<file path="src/rtl/shift_pkg.sv">
// Shared types and helpers for the pipelined barrel shifter.
package shift_pkg;

   typedef enum logic [2:0] {
      OP_SLL = 3'b000,
      OP_SRL = 3'b010,
      OP_SRA = 3'b011,
      OP_ROL = 3'b100,
      OP_ROR = 3'b101
   } shift_op_t;

   function automatic logic op_is_legal(input shift_op_t op);
      case (op)
         OP_SLL, OP_SRL, OP_SRA, OP_ROL, OP_ROR: return 1'b1;
         default:                                return 1'b0;
      endcase
   endfunction

   // Number of mux levels handled by slice idx; earlier slices absorb the remainder.
   function automatic int slice_levels(input int stages, input int levels, input int idx);
      int base;
      int rem;
      base = levels / stages;
      rem  = levels % stages;
      return base + ((idx < rem) ? 1 : 0);
   endfunction

   // First mux level of slice idx; idx == stages yields the total level count.
   function automatic int slice_first(input int stages, input int levels, input int idx);
      int base;
      int rem;
      base = levels / stages;
      rem  = levels % stages;
      return idx * base + ((idx < rem) ? idx : rem);
   endfunction

endpackage

</file>
<file path="src/rtl/shift_slice.sv">
// Combinational group of barrel-shifter levels LVL_LO .. LVL_LO+LVL_N-1.
// Each level moves the word by 2^k; rotates reuse the same levels with wrap-around fill.
module shift_slice
   import shift_pkg::*;
#(
   parameter int XLEN   = 32,
   parameter int LVL_LO = 0,
   parameter int LVL_N  = 1
) (
   input  shift_op_t          op,
   input  logic [LVL_N-1:0]   shamt,
   input  logic [XLEN-1:0]    data_in,
   output logic [XLEN-1:0]    data_out
);

   function automatic logic [XLEN-1:0] shift_level(input shift_op_t sop,
                                                   input logic [XLEN-1:0] d,
                                                   input int amt);
      logic [XLEN-1:0] r;
      r = d;
      case (sop)
         OP_SLL:  r = d << amt;
         OP_SRL:  r = d >> amt;
         OP_SRA:  r = $signed(d) >>> amt;
         OP_ROL:  r = (d << amt) | (d >> (XLEN - amt));
         OP_ROR:  r = (d >> amt) | (d << (XLEN - amt));
         default: r = d;
      endcase
      return r;
   endfunction

   // Chain this slice's levels; a level passes data through when its shamt bit is clear.
   always_comb begin
      logic [XLEN-1:0] d;
      d = data_in;
      for (int k = 0; k < LVL_N; k++) begin
         if (shamt[k]) d = shift_level(op, d, 1 << (LVL_LO + k));
      end
      data_out = d;
   end

endmodule

</file>
<file path="src/rtl/shift_unit_pipe.sv">
// Pipelined shift/rotate unit with valid/ready flow control.
// Slice g computes its levels in front of register g; register STAGES-1 drives out_*.
// Illegal ops enter the pipe with zeroed data so every later level keeps the result at 0.
module shift_unit_pipe
   import shift_pkg::*;
#(
   parameter int XLEN   = 32,
   parameter int STAGES = 2,
   parameter int TAGW   = 4
) (
   input  logic                    clk,
   input  logic                    rst_n,
   input  logic                    in_valid,
   output logic                    in_ready,
   input  shift_op_t               in_op,
   input  logic [$clog2(XLEN)-1:0] in_shamt,
   input  logic [XLEN-1:0]         in_data,
   input  logic [TAGW-1:0]         in_tag,
   output logic                    out_valid,
   input  logic                    out_ready,
   output logic [XLEN-1:0]         out_data,
   output logic [TAGW-1:0]         out_tag,
   output logic                    out_err
);

   localparam int SHW = $clog2(XLEN);

   logic [STAGES-1:0] valid_vec;
   logic [STAGES-1:0] adv;

   for (genvar g = 0; g < STAGES; g++) begin : g_st
      localparam int LO  = slice_first(STAGES, SHW, g);
      localparam int N   = slice_levels(STAGES, SHW, g);
      localparam int NXT = LO + N;

      logic                v_in;
      logic [XLEN-1:0]     d_in;
      logic [XLEN-1:0]     d_sl;
      shift_op_t           o_in;
      logic [TAGW-1:0]     t_in;
      logic [SHW-1:LO]     sh_in;

      logic                vq;
      logic [XLEN-1:0]     dq;
      shift_op_t           oq;
      logic [TAGW-1:0]     tq;

      if (g == 0) begin : g_src
         assign v_in  = in_valid;
         assign d_in  = op_is_legal(in_op) ? in_data : '0;
         assign o_in  = in_op;
         assign t_in  = in_tag;
         assign sh_in = in_shamt;
      end else begin : g_src
         assign v_in  = g_st[g-1].vq;
         assign d_in  = g_st[g-1].dq;
         assign o_in  = g_st[g-1].oq;
         assign t_in  = g_st[g-1].tq;
         assign sh_in = g_st[g-1].g_rem.sh_q;
      end

      // A stage advances when it or any stage downstream of it has a hole, or the sink takes.
      assign valid_vec[g] = vq;
      assign adv[g]       = out_ready | ~(&valid_vec[STAGES-1:g]);

      shift_slice #(
         .XLEN   (XLEN),
         .LVL_LO (LO),
         .LVL_N  (N)
      ) u_slice (
         .op       (o_in),
         .shamt    (sh_in[LO +: N]),
         .data_in  (d_in),
         .data_out (d_sl)
      );

      // Stage register: loads on advance, holds otherwise so a stalled output stays stable.
      always_ff @(posedge clk or negedge rst_n) begin
         if (!rst_n) begin
            vq <= 1'b0;
            dq <= '0;
            oq <= OP_SLL;
            tq <= '0;
         end else if (adv[g]) begin
            vq <= v_in;
            dq <= d_sl;
            oq <= o_in;
            tq <= t_in;
         end
      end

      if (NXT < SHW) begin : g_rem
         logic [SHW-1:NXT] sh_q;

         // Carry only the shift-amount bits that later slices still need.
         always_ff @(posedge clk or negedge rst_n) begin
            if (!rst_n) sh_q <= '0;
            else if (adv[g]) sh_q <= sh_in[SHW-1:NXT];
         end
      end
   end

   assign in_ready  = adv[0];
   assign out_valid = g_st[STAGES-1].vq;
   assign out_data  = g_st[STAGES-1].dq;
   assign out_tag   = g_st[STAGES-1].tq;
   assign out_err   = ~op_is_legal(g_st[STAGES-1].oq);

endmodule
</file>
<file path="config.mk">
export PLATFORM = sky130hd
export DESIGN_NAME = shift_unit_pipe
export DESIGN_NICKNAME = d
export VERILOG_FILES = /design/src/rtl/shift_pkg.sv /design/src/rtl/shift_slice.sv /design/src/rtl/shift_unit_pipe.sv
export SDC_FILE = /design/constraint.sdc
export NUM_CORES = 1
export LEC_CHECK = 0
export BUFFER_PORTS_ARGS = -buffer_cell sky130_fd_sc_hd__buf_2
export CAP_MARGIN = 30
export CORE_MARGIN = 2
export CORE_UTILIZATION = 61
export CTS_BUF_LIST = sky130_fd_sc_hd__clkbuf_4 sky130_fd_sc_hd__clkbuf_8
export CTS_CLUSTER_DIAMETER = 50
export CTS_CLUSTER_SIZE = 24
export DETAILED_ROUTE_END_ITERATION = 12
export GPL_TIMING_DRIVEN = 0
export PLACE_DENSITY_LB_ADDON = 0.3
export SLEW_MARGIN = 20
export SYNTH_ARGS = -nofsm -noshare
export SYNTH_HDL_FRONTEND = slang
export SYNTH_SLANG_ARGS = --single-unit
</file>
<file path="constraint.sdc">
create_clock -name clk -period 2.5 [get_ports clk]
set_clock_uncertainty 0.15 [all_clocks]
set_input_delay 0.375 -clock clk [delete_from_list [all_inputs] [get_ports clk]]
set_output_delay 0.375 -clock clk [all_outputs]
set_load 0.02 [all_outputs]
</file>
==> results by group <==
Run status
  – Status: finished with violations
  – Failing checks: setup timing

STA
  – Final min period: roughly 2500 ps
  – Final period utilization: 102%
  – Relative slew slack: ~53%
  – Slew Limit Fails: 0
  – Fmax: approximately 0.39 GHz
  – Worst-margin pin slew: roughly 700 ps
  – Final WS setup: -39.7 ps
  – Final hold violations: 0
  – Post-Route Setup TNS: -39.7 ps
  – Final Setup Violations: 1

Route
  – Drt drc: 0
  – Vias: just under 9000
  – DR iter-0 viols: roughly 1700
  – Detail Route Antenna Nets: 0
  – Post-DR wirelength/cell: 24.6 um
  – Vias per cell: 7.44
  – Drt total wl: between 20000 and 30000 um
  – 1st-pass router iterations: 10

Final layout
  – Filler cells: 972
  – Fin area: between 8000 and 9000 um^2
  – Area growth syn-to-layout: 11.6%
  – Area of the multi-input gates: 4620 um^2
  – Antenna Cells: 0
  – Final #Nets: between 1000 and 1500
  – Sequential cell area: 2050 um^2
  – Final core occ: a little over two thirds
  – Share of cells above drive strength 1: 21.1%

Critical path
  – WP data required: around 2600 ps
  – Worst-path fanout max: 10
  – Critical Path End Type: flop
  – Kind of start point of the critical path: input pin
  – RR Startpoint: g_st[0].oq[0]
  – Critical Path End: g_st[0].dq[15]
  – Worst-case reg-to-reg path depth: 6
  – Flop2flop setup slack: 90 ps
  – Setup crit start: in_op[0]
  – Crit Path Class: input pin to flop
  – Arr. time, crit path: around 2700 ps
  – R2R Path End: out_data[21]

Logic synthesis
  – Synth Flop Type: dfrtp_1
  – Cell variety after synth: 75
  – Mapped Avg Cell Area: between 7 and 8 um^2
  – Post-synthesis sequential area ratio: around 29%
  – Post-synth EDFFs: 0
  – Async S/R FF share, synth: 100%
  – Netlist Area Pre-Place: between 7000 and 8000 um^2
  – Ys Warns: 0
  – Synth Net Count: 975
  – Synthesized flop and latch total: a little over 80
  – Synthesized instance count: approximately 930

Global routing
  – GRT overflow: 0
  – Initial antenna violation count: 0
  – GRT Overall Usage: between 40 and 50%
  – Largest net degree at the start of global routing: 50
  – Vias in the first global route: ~7900
  – First-pass GRT wire length: approximately 44000 um

Clock tree
  – Clock sink total: 82
  – CTS max path bufs: 2
  – Reg clk slew, reported paths: around 90 ps
  – Worst-skew pair later-pin latency: 400 ps
  – CTS tree: yes
  – Num CTS Buffers: 9
  – H-tree lvl count: 3
  – Clk root buf: clkbuf_8
  – Post-CTS Setup Inserts: 0

Power
  – P_leak: approximately 3.4 nW
  – Maximum VDD drop: roughly 560 uV
  – Pwr dens: 622 nW/um^2

Worst hold path
  – Worst Hold Class: input pin to flop

Floorplanning
  – Die X: 113 um
  – Initial Util: between 60 and 70%
  – Number of I/O pins: 87
  – Full die area: 12700 um^2
  – # rows: 39
  – Core Footprint: between 10000 and 15000 um^2
  – DIE HEIGHT: 113 um

Placement
  – Dpl cell area: around 7800 um^2
  – Port Buf Inserts: 83
  – GP Congestion: 1.06
  – Post-DP HPWL: 21400 um

Job
  – Number of max-cap violations: 0
[cells in the mapped netlist, types with 10 or more instances]
library cell	count	area (um^2)
a211oi_1	11	82.6
a21oi_1	56	280
a221oi_1	14	123
a22oi_1	61	458
a32oi_1	23	201
buf_2	32	160
clkbuf_1	48	180
dfrtp_1	82	2050
mux2_2	15	169
nand2_1	117	439
nand3_1	68	340
nand3_2	18	180
nor2_1	57	214
nor2b_1	39	244
nor3_1	10	50.1
o21ai_0	59	295
o21ai_1	29	145
o31ai_1	22	165
[logic make-up after synthesis]
logic type | after synthesis | share of synthesized area, %
compound gates | 358 | 34.8
buf+inv | 104 | 7.36
flops | 82 | 28.5
mux | 17 | 2.63
simple gates | 366 | 26.6
[layer usage]
metal / part of all wire [%] / global-route usage (%)
met1: 36 / 57.2
met2: 43 / 66.5
met3: 15 / 16.6
met4: 6.2 / 22.4
met5: 0 / 0
[how the worst min path moves through the flow]
stage	slack, ps	cells after the start	to	from
detailed placement	200	1	out_tag[3]	rst_n
global route	20	2	g_st[0].vq	in_valid
CTS	20	2	g_st[0].vq	in_valid
global placement	300	2	g_st[0].tq[2]	g_st[0].tq[2]
floorplan	-70	0	g_st[0].dq[0]	rst_n
finish	30	2	g_st[0].vq	in_valid
[state kept, by name (all words and copies together) (netlist names)]
signal,cells
g_st.dq,32
g_st.g_rem.sh_q,2
g_st.oq,6
g_st.tq,4
g_st.vq,1
out_data,32
out_tag,4
out_valid,1
[cell usage in the layout (no fill, tap or decap), types with 5 or more instances in the layout]
cell	netlist	final
a211oi_1	11	11
a21oi_1	56	56
a221oi_1	14	14
a22o_1	6	6
a22oi_1	61	61
a31oi_1	7	7
a32oi_1	23	23
and2_1	5	5
and3_1	9	9
and4b_1	5	5
buf_2	32	114
buf_4	8	10
buf_6	9	9
clkbuf_1	48	44
clkbuf_8	0	10
dfrtp_1	82	82
mux2_2	15	15
nand2_1	117	117
nand2b_1	7	7
nand3_1	68	68
nand3_2	18	18
nor2_1	57	56
nor2_2	4	5
nor2b_1	39	39
nor3_1	10	10
o211a_1	6	6
o211ai_1	9	9
o21ai_0	59	57
o21ai_1	29	31
o221a_2	6	6
o31a_1	5	5
o31ai_1	22	21
[worst max-delay path: stages]
cell and delay (ps):
buf_2 100, buf_4 180, clkbuf_1 430, nor3b_1 120, o31ai_1 510, nand2_1 330, a221oi_1 340, o31a_1 200
a211oi_1 60
[report_power, final]
part           internal (mW)  switching, mW  leakage [nW]  total [mW]
Clock                  0.400          0.551        0.0948       0.951
Combinational          0.757           1.40          2.32        2.15
Sequential              1.59          0.293          1.01        1.88
[stage by stage]
step / std cells / setup slack, ps / power [mW] / hold slack (ps)
5_1_grt: 1169 / -1.10 / 5.20 / 22.0
3_5_place_dp: 1154 / -382 / 3.94 / 202
6_report: 1169 / -39.7 / 4.99 / 28.7
3_3_place_gp: 1153 / -344 / 3.90 / 296
2_1_floorplan: 927 / 328 / 3.19 / -70.6
4_1_cts: 1170 / 25.1 / 4.87 / 23.7
[final cells by class]
| cell class | count | area share, % |
|---|---|---|
| multi-input combinational | 741 | 57.5 |
| buffer | 96 | 6.32 |
| clock inverter | 6 | 0.624 |
| clock buffer | 10 | 1.72 |
| tap | 143 | 2.23 |
| timing repair buffer | 85 | 5.68 |
| inverter | 6 | 0.312 |
| sequential | 82 | 25.6 |
[what timing repair did]
item,CTS,global route
resized for setup,6,7
endpoints found under the hold margin,33,0
hold buffers,1,0
setup endpoints to repair,1,20
Note: power is estimated with default switching activity, not from simulation.
